**src/rtl/ftdi_fifo_reader_pkg.sv**
```systemverilog
// Shared definitions for the FTDI FIFO read front end: FSM states and
// active-low bus levels used by the handshake logic.
package ftdi_fifo_reader_pkg;

    typedef enum logic [1:0] {
        ST_IDLE = 2'd0,
        ST_OE   = 2'd1,
        ST_READ = 2'd2
    } state_e;

    localparam logic FTDI_ACTIVE   = 1'b0;
    localparam logic FTDI_INACTIVE = 1'b1;

    localparam int WORD_W_DEFAULT = 16;
    localparam int BE_W           = 2;

endpackage

```
**src/rtl/ftdi_fifo_reader_sync_fifo_fwft.sv**
```systemverilog
// First-word-fall-through synchronous FIFO; head word is visible on dout
// whenever empty is low, and reads as zero while empty.
module sync_fifo_fwft
    import ftdi_fifo_reader_pkg::*;
#(
    parameter int DEPTH = 8,
    parameter int WIDTH = WORD_W_DEFAULT
) (
    input  logic                       clk,
    input  logic                       rst,
    input  logic                       push,
    input  logic                       pop,
    input  logic                       flush,
    input  logic [WIDTH-1:0]           din,
    output logic [WIDTH-1:0]           dout,
    output logic                       empty,
    output logic                       full,
    output logic [$clog2(DEPTH):0]     count
);
    localparam int AW = $clog2(DEPTH);
    localparam logic [AW:0] PTR_ONE = 1;

    logic [WIDTH-1:0] mem_q [DEPTH];
    logic [AW:0]      wr_ptr_q;
    logic [AW:0]      rd_ptr_q;
    logic             do_push;
    logic             do_pop;

    // Extra MSB on each pointer distinguishes full from empty.
    assign empty   = (wr_ptr_q == rd_ptr_q);
    assign full    = (wr_ptr_q[AW] != rd_ptr_q[AW]) &&
                     (wr_ptr_q[AW-1:0] == rd_ptr_q[AW-1:0]);
    assign count   = wr_ptr_q - rd_ptr_q;
    assign do_push = push && !full && !flush;
    assign do_pop  = pop && !empty && !flush;
    assign dout    = empty ? '0 : mem_q[rd_ptr_q[AW-1:0]];

    always_ff @(posedge clk) begin
        if (do_push && !rst) begin
            mem_q[wr_ptr_q[AW-1:0]] <= din;
        end
    end

    always_ff @(posedge clk) begin
        if (rst || flush) begin
            wr_ptr_q <= '0;
            rd_ptr_q <= '0;
        end else begin
            if (do_push) begin
                wr_ptr_q <= wr_ptr_q + PTR_ONE;
            end
            if (do_pop) begin
                rd_ptr_q <= rd_ptr_q + PTR_ONE;
            end
        end
    end

endmodule

```
**src/rtl/ftdi_fifo_reader.sv**
```systemverilog
// FT600-style synchronous FIFO reader: drives OE_N/RD_N, captures words into
// a FWFT buffer and streams them out as valid/ready words.
module ftdi_fifo_reader
    import ftdi_fifo_reader_pkg::*;
#(
    parameter int DEPTH        = 8,
    parameter int AFULL_MARGIN = 2,
    parameter int WORD_W       = WORD_W_DEFAULT
) (
    input  logic              clk,
    input  logic              rst,
    input  logic              enable,
    input  logic              ftdi_rxf_n,
    input  logic [WORD_W-1:0] ftdi_data,
    input  logic [BE_W-1:0]   ftdi_be,
    output logic              ftdi_oe_n,
    output logic              ftdi_rd_n,
    output logic [WORD_W-1:0] m_data,
    output logic              m_valid,
    input  logic              m_ready,
    output logic [31:0]       word_count,
    output logic              partial_seen,
    output logic              overflow
);
    localparam int CNT_W  = $clog2(DEPTH) + 1;
    localparam int LANE_W = WORD_W / BE_W;

    state_e            state_q;
    logic              oe_n_q;
    logic              rd_n_q;
    logic [31:0]       word_count_q;
    logic              partial_q;
    logic              overflow_q;

    logic [WORD_W-1:0] masked_data;
    logic              capture;
    logic              push;
    logic              pop;
    logic              flush;
    logic              fifo_empty;
    logic              fifo_full;
    logic [CNT_W-1:0]  fifo_count;
    int                occ_d;
    int                free_d;
    logic              rxf_active;

    genvar gi;
    generate
        for (gi = 0; gi < BE_W; gi++) begin : g_lane
            assign masked_data[gi*LANE_W +: LANE_W] =
                ftdi_be[gi] ? ftdi_data[gi*LANE_W +: LANE_W] : '0;
        end
    endgenerate

    assign rxf_active = (ftdi_rxf_n == FTDI_ACTIVE);
    assign capture    = (rd_n_q == FTDI_ACTIVE) && rxf_active && enable;
    assign flush      = !enable;
    assign push       = capture && !fifo_full;
    assign pop        = m_ready && !fifo_empty && enable;

    // Free space as it will be after this edge's push/pop (or flush).
    always_comb begin
        occ_d = 0;
        if (!flush) begin
            occ_d = int'(fifo_count) + (push ? 1 : 0) - (pop ? 1 : 0);
        end
        free_d = DEPTH - occ_d;
    end

    sync_fifo_fwft #(
        .DEPTH (DEPTH),
        .WIDTH (WORD_W)
    ) u_fifo (
        .clk   (clk),
        .rst   (rst),
        .push  (push),
        .pop   (pop),
        .flush (flush),
        .din   (masked_data),
        .dout  (m_data),
        .empty (fifo_empty),
        .full  (fifo_full),
        .count (fifo_count)
    );

    always_ff @(posedge clk) begin
        if (rst) begin
            state_q      <= ST_IDLE;
            oe_n_q       <= FTDI_INACTIVE;
            rd_n_q       <= FTDI_INACTIVE;
            word_count_q <= '0;
            partial_q    <= 1'b0;
            overflow_q   <= 1'b0;
        end else begin
            if (flush) begin
                word_count_q <= '0;
            end else if (push) begin
                word_count_q <= word_count_q + 32'd1;
            end
            if (capture && (ftdi_be != 2'b11)) begin
                partial_q <= 1'b1;
            end
            if (capture && fifo_full) begin
                overflow_q <= 1'b1;
            end

            case (state_q)
                ST_IDLE: begin
                    if (enable && rxf_active && free_d >= AFULL_MARGIN + 1) begin
                        state_q <= ST_OE;
                        oe_n_q  <= FTDI_ACTIVE;
                        rd_n_q  <= FTDI_INACTIVE;
                    end else begin
                        oe_n_q  <= FTDI_INACTIVE;
                        rd_n_q  <= FTDI_INACTIVE;
                    end
                end
                ST_OE: begin
                    if (enable) begin
                        state_q <= ST_READ;
                        oe_n_q  <= FTDI_ACTIVE;
                        rd_n_q  <= FTDI_ACTIVE;
                    end else begin
                        state_q <= ST_IDLE;
                        oe_n_q  <= FTDI_INACTIVE;
                        rd_n_q  <= FTDI_INACTIVE;
                    end
                end
                ST_READ: begin
                    if (enable && rxf_active && free_d >= AFULL_MARGIN) begin
                        oe_n_q  <= FTDI_ACTIVE;
                        rd_n_q  <= FTDI_ACTIVE;
                    end else begin
                        state_q <= ST_IDLE;
                        oe_n_q  <= FTDI_INACTIVE;
                        rd_n_q  <= FTDI_INACTIVE;
                    end
                end
                default: begin
                    state_q <= ST_IDLE;
                    oe_n_q  <= FTDI_INACTIVE;
                    rd_n_q  <= FTDI_INACTIVE;
                end
            endcase
        end
    end

    assign ftdi_oe_n    = oe_n_q;
    assign ftdi_rd_n    = rd_n_q;
    assign m_valid      = !fifo_empty;
    assign word_count   = word_count_q;
    assign partial_seen = partial_q;
    assign overflow     = overflow_q;

endmodule

```
**config.mk**
```make
export PLATFORM = sky130hd
export DESIGN_NAME = ftdi_fifo_reader
export DESIGN_NICKNAME = d
export VERILOG_FILES = /design/src/rtl/ftdi_fifo_reader_pkg.sv /design/src/rtl/ftdi_fifo_reader_sync_fifo_fwft.sv /design/src/rtl/ftdi_fifo_reader.sv
export SDC_FILE = /design/constraint.sdc
export NUM_CORES = 1
export LEC_CHECK = 0
export CORE_AREA = 5 5 185 187
export CTS_CLUSTER_DIAMETER = 40
export DETAILED_ROUTE_END_ITERATION = 8
export DIE_AREA = 0 0 190 192
export PLACE_DENSITY = 0.47
export SLEW_MARGIN = 40
export SYNTH_ARGS = -nofsm -noshare
export SYNTH_HDL_FRONTEND = slang
export SYNTH_SLANG_ARGS = --single-unit
```
**constraint.sdc**
```tcl
create_clock -name clk -period 6.2 [get_ports clk]
set_input_delay 1.24 -clock clk [delete_from_list [all_inputs] [get_ports clk]]
set_output_delay 1.24 -clock clk [all_outputs]
set_load 0.005 [all_outputs]
```
==> impl_metrics.ini, run 1 <==
[outcome]
outcome = finished clean

[global_route]
grt_pass1_wl_microns = 28900
antenna_found_initial = 1
grt_pass1_vias = 4902
grt_max_degree = 42
grt_usage_pct = 10.2
grt-ovfl-total = 0

[routing]
avgViaCountPerCell = 4.24
ant_nets = 0
vias = 4790
drt_wl_total_microns = 18500
drt_iter0_drc = 239
wl_per_cell_microns = 16.4
dr.pass1.iters = 5
drc = 0

[sta]
relSlewSlack_pct = 56.6
finalCritPeriodShare_pct = 82.0
setup_viol = 0
maxSlewViolCount = 0
fin_setup_tns_ns = 0
grt_setup_unrepaired = no
clock_skew_ns = 0.0160
worstMarginPinSlew_ns = 0.649
finalCriticalPeriod_ns = 5.08
clock.fmax_ghz = 0.197
hold_viol = 0
worst_slack_ns = 1.12

[place]
port_buffers = 75
pre_cts_ws_ns = 0.683
post-dp-hpwl_microns = 11500
place.gp.congestion = 0.750
dp.cells = 1097

[cells_and_area]
fillCellCount = 3223
final_util_pct = 30.9
layout.nets = 728
final_common_cell = edfxtp_1
layout.cells.non_filler = 1129
most-common-layout-cells = 128 x edfxtp_1, 76 x nor2_1, 75 x clkdlybuf4s50_1
area_delta_synth_final_pct = 24.8
drive_above_1_share_pct = 14.6
antenna_cells = 0

[logic_synthesis]
yosysTopAreaCell = edfxtp_1
syn_area_sq_um = 7990
yosys_most_used_dff = edfxtp_1
netlist_instances = 583
ys_types = 50
synth_edf_count = 128
ys_seq_area_share_pct = 60.4
synth_warnings = 0
synth.area.top_cells = edfxtp_1 48%, dfxtp_1 12%, mux4_2 9.0%
synth_top_area_share_pct = 48.1
synth_area_per_cell_sq_um = 13.7
synth_nets = 637
async_flop_share_pct = 0
synth.ff_latch_count = 177

[setup_path]
cp-end-kind = flop
required_ns = 6.55
crit_type = input pin to flop
cpMostUsedCell = ha_1
path_max_fanout = 5
cp.arrival_ns = 5.43
crit_slowest_cell = fa_1
startpoint_type = input pin
max_stage_delay_ns = 0.52
worstPathCellList = clkdlybuf4s50_1 > nand2_1 > nor2_1 > buf_4 > ha_1 > inv_1 > ha_1 > inv_1 > fa_1 > nand2b_1 > ha_1 > a21oi_1 > o21ai_1 > nand2_1 > ha_1 > nor4b_1 > nand4_1 > nor3_1 > nand3_1 > o211ai_1

[clock_network]
cts_tree = done
cts.sinks = 177
cts_setup_buffers = 0
clk_pin_slew_worst_paths_ns = 0.07
holdBufCountCts = 0
worst_skew_pair.late_latency_ns = 0.44
htree_levels = 4
cts_resized = 0
clk_path_buf_depth = 2
clockRootBuffer = clkbuf_16
cts_buffers = 17

[floorplan]
ioPinCount = 76
dieArea_sq_um = 36500
die_h_microns = 192
row_count = 66
core_sq_um = 32300
start_util_pct = 24.7
chipWidth_microns = 190

[job]
maxCapViolCount = 0

[pwr]
power_density_nw_per_um2 = 247
p_leak_nw = 3.17
irDropWorstVdd_uv = 190
power_mw = 2.46

[hold_path]
hp-class = flop to flop
[path summary, 6_finish.rpt]
check | startpoint | end | slack [ns] | cells past startpoint
worst max-delay path | enable | ftdi_rd_n$_SDFF_PP1_ | 1.12 | 20
worst min-delay path | partial_seen$_SDFFE_PP0P_ | partial_seen$_SDFFE_PP0P_ | 0.50 | 2
worst max register to register | u_fifo.wr_ptr_q[0]$_SDFFE_PP0P_ | ftdi_rd_n$_SDFF_PP1_ | 1.22 | 22
worst min register to register | partial_seen$_SDFFE_PP0P_ | partial_seen$_SDFFE_PP0P_ | 0.50 | 2
[sequential cells by signal, indices dropped and copies added, names as in the netlist, named ones only]
register         flops
ftdi_oe_n            1
partial_seen         1
state_q              2
overflow             1
u_fifo.mem_q       128
ftdi_rd_n            1
word_count          32
u_fifo.rd_ptr_q      4
u_fifo.wr_ptr_q      4
[final cells by class]
class | instances | area, sq um | share of cell area [%]
sequential | 177 | 4830 | 48.4
clock buffer | 17 | 425 | 4.27
clock inverter | 15 | 198 | 1.98
timing repair buffer | 93 | 886 | 8.88
inverter | 25 | 93.8 | 0.941
tap | 442 | 553 | 5.55
multi-input combinational | 360 | 2990 | 30.0
[cells by family after synthesis]
logic type	count (synthesis)	share of synthesized area, %
AND/OR/NAND/NOR	193	12.7
flip-flops	177	60.4
multiplexers	50	11.3
buffers and inverters	46	2.30
AO/OA/AOI/OAI	44	3.38
XOR/XNOR	42	4.95
adder cells (fa/ha/maj)	31	5.04
[synth_stat cells (all sizes together) (3+ instances only)]
| cell type | instances |
|---|---|
| nand3 | 15 |
| or3 | 9 |
| o211ai | 4 |
| buf | 7 |
| nand4 | 10 |
| nor3 | 11 |
| o21ai | 11 |
| mux2i | 17 |
| and3 | 4 |
| and2 | 17 |
| dfxtp | 49 |
| edfxtp | 128 |
| clkbuf | 14 |
| inv | 25 |
| a21o | 3 |
| mux4 | 32 |
| nand2 | 30 |
| a21oi | 17 |
| xor2 | 16 |
| nor2 | 76 |
| nand2b | 4 |
| nor3b | 3 |
| ha | 29 |
| a31oi | 3 |
| nor4 | 5 |
| xnor2 | 24 |
[metal layers]
layer | part of all wire [%] | wire length (microns) | GRT usage (%)
met3 | 4.1 | 753 | 1.74
met1 | 50 | 9220 | 14.7
met2 | 45 | 8300 | 15.8
met5 | 0 | 0 | 0
met4 | 1.0 | 192 | 3.17
[report_power, final]
| group | total (mW) | internal [mW] | switching (mW) | leakage, nW |
|---|---|---|---|---|
| Combinational | 0.0692 | 0.0299 | 0.0393 | 1.31 |
| Sequential | 1.27 | 1.27 | 0.00236 | 1.56 |
| Clock | 1.13 | 0.559 | 0.566 | 0.297 |
[critical path: cells and delay by family]
family                   cells  cell delay, ns
AO/OA/AOI/OAI                3            0.54
adder cells (fa/ha/maj)      5            1.37
AND/OR/NAND/NOR              8            1.51
buffers and inverters        4            0.76
[metrics by stage]
| stage | area (sq um) | hold WS, ns |
|---|---|---|
| floorplan | 7990 | 0.460 |
| global placement | 9350 | 0.473 |
| detailed placement | 9350 | 0.466 |
| CTS | 9970 | 0.501 |
| global route | 9970 | 0.554 |
| finish | 9970 | 0.502 |
Power figures use the tool's default switching activity.
==> run 2: changes to the inputs <==
==> constraint.sdc (replaced) <==
create_clock -name clk -period 4.7 [get_ports clk]
set_input_delay 0.94 -clock clk [delete_from_list [all_inputs] [get_ports clk]]
set_output_delay 0.94 -clock clk [all_outputs]
set_load 0.005 [all_outputs]
==> impl_metrics.ini, run 2 (synthesized netlist as in run 1, its figures left out) <==
[outcome]
outcome = finished clean

[hold_path]
holdPathEnd = partial_seen$_SDFFE_PP0P_
holdCritStartpoint = partial_seen$_SDFFE_PP0P_
hold_depth = 2
hp-class = flop to flop

[sta]
maxSlewViolCount = 0
finalCriticalPeriod_ns = 4.38
finalCritPeriodShare_pct = 93.2
worstMarginPinSlew_ns = 0.789
worst_slack_ns = 0.318
relSlewSlack_pct = 47.3
grt_setup_unrepaired = no
hold_ws_ns = 0.499
setup_viol = 0
clock_skew_ns = 0.0182
clock.fmax_ghz = 0.228
hold_viol = 0

[global_route]
grt_usage_pct = 10.3
grt-ovfl-total = 0
grt_max_degree = 42
antenna_found_initial = 1
grt_pass1_vias = 5124
grt_pass1_wl_microns = 28900

[clock_network]
cts_buffers = 17
cts_tree = done
clockRootBuffer = clkbuf_16
clk_pin_slew_worst_paths_ns = 0.09
htree_levels = 4
holdBufCountCts = 0
clk_path_buf_depth = 2
worst_skew_pair.late_latency_ns = 0.43
cts.sinks = 177

[setup_path]
required_ns = 5.06
path_max_fanout = 4
crit_type = input pin to flop
r2r_start = u_fifo.rd_ptr_q[2]$_SDFFE_PP0P_
r2r_cells = 24
regToRegSetupSlack_ns = 0.39
startpoint_type = input pin
cp.arrival_ns = 4.74
cp-end-kind = flop
reg2reg_to = ftdi_rd_n$_SDFF_PP1_

[routing]
drt_wl_total_microns = 18300
routed.top_layer = met4
drt_iter0_drc = 186
wl_per_cell_microns = 15.9
avgViaCountPerCell = 4.18
drc = 0
wl_met1_microns = 8690
met3WireLength_microns = 570
dr.pass1.iters = 4
vias = 4827
wl_met2_microns = 8880
ant_nets = 0

[place]
place.gp.congestion = 0.721
pre_cts_ws_ns = -0.209
dp.cells = 1120
port_buffers = 75
post-dp-hpwl_microns = 11800

[floorplan]
chipWidth_microns = 190
core_sq_um = 32300
start_util_pct = 24.7
row_count = 66
die_h_microns = 192
ioPinCount = 76
dieArea_sq_um = 36500

[pwr]
irDropWorstVdd_uv = 236
p_leak_nw = 3.31
power_density_nw_per_um2 = 320

[cells_and_area]
layout.cells.non_filler = 1154
most-common-layout-cells = 128 x edfxtp_1, 75 x clkdlybuf4s50_1, 73 x nor2_1
final_util_pct = 31.6
largest_reg_flops = 128
antenna_cells = 0
layout.nets = 753
drive_above_1_share_pct = 18.8
area_delta_synth_final_pct = 27.7
final_common_cell = edfxtp_1

[job]
maxCapViolCount = 0
-- run 2: cell types whose count changed in the layout (fill, tap and decap cells not counted), sizes merged --
cell / delta
inv: +2
buf: +25
clkinvlp: -1
clkinv: -1
-- run 2: final cells by class --
| class | instances | area, sq um |
|---|---|---|
| inverters | 25 | 93.8 |
| multi-input cells | 360 | 3020 |
| fillers | 3234 | 22100 |
| clock buffers | 17 | 425 |
| repair buffers | 118 | 1070 |
| flip-flops and latches | 177 | 4830 |
| clock inverters | 15 | 213 |
| well taps | 442 | 553 |
-- run 2: worst max path at each step --
stage	start	end	slack (ns)
after floorplan	enable	state_q[1]$_SDFFE_PP0P_	0.04
after global placement	enable	state_q[0]$_SDFFE_PP0P_	-0.08
after detailed placement	enable	state_q[0]$_SDFFE_PP0P_	-0.21
after CTS	enable	state_q[0]$_SDFFE_PP0P_	0.28
after global routing	u_fifo.rd_ptr_q[1]$_SDFFE_PP0P_	state_q[0]$_SDFFE_PP0P_	0.002
final	enable	ftdi_rd_n$_SDFF_PP1_	0.32
-- run 2: what timing repair did --
item	in CTS	in global routing
resized for setup	0	7
endpoints found under the setup margin	0	4
buffers inserted	0	2
-- run 2: worst max-delay path, stage by stage --
cell             delay, ns
clkdlybuf4s50_1       0.53
nor3b_2               0.26
o21ai_1               0.13
inv_1                 0.10
ha_1                  0.17
inv_1                 0.05
fa_1                  0.40
inv_1                 0.08
a21o_1                0.12
a21oi_2               0.07
xnor3_1               0.23
nor2_2                0.16
buf_4                 0.13
nor2_1                0.04
ha_1                  0.26
nor4b_1               0.23
nand4_1               0.15
nor3_2                0.22
buf_4                 0.13
nand3_1               0.11
o211ai_1              0.21
-- run 2: through the flow --
stage / area [sq um] / setup TNS [ns] / total power [mW]
3_5_place_dp: 9530 / -0.542 / 1.81
6_report: 10200 / 0 / 3.27
3_3_place_gp: 9530 / -0.158 / 1.81
2_1_floorplan: 8000 / 0 / 1.76
5_1_grt: 10200 / 0 / 3.41
4_1_cts: 10200 / 0 / 3.33
-- run 2: routing by layer --
layer	track usage (%)	vias up
met5	0	-
met4	2.50	0
met3	2.07	11
met2	17.1	68
met1	13.8	2365
li1	-	2383
-- run 2: power breakdown --
part / internal [mW] / switching [mW] / total, mW
Combinational: 0.0460 / 0.0533 / 0.0993
Sequential: 1.67 / 0.00306 / 1.67
Clock: 0.749 / 0.747 / 1.50
Total: 2.47 / 0.804 / 3.27
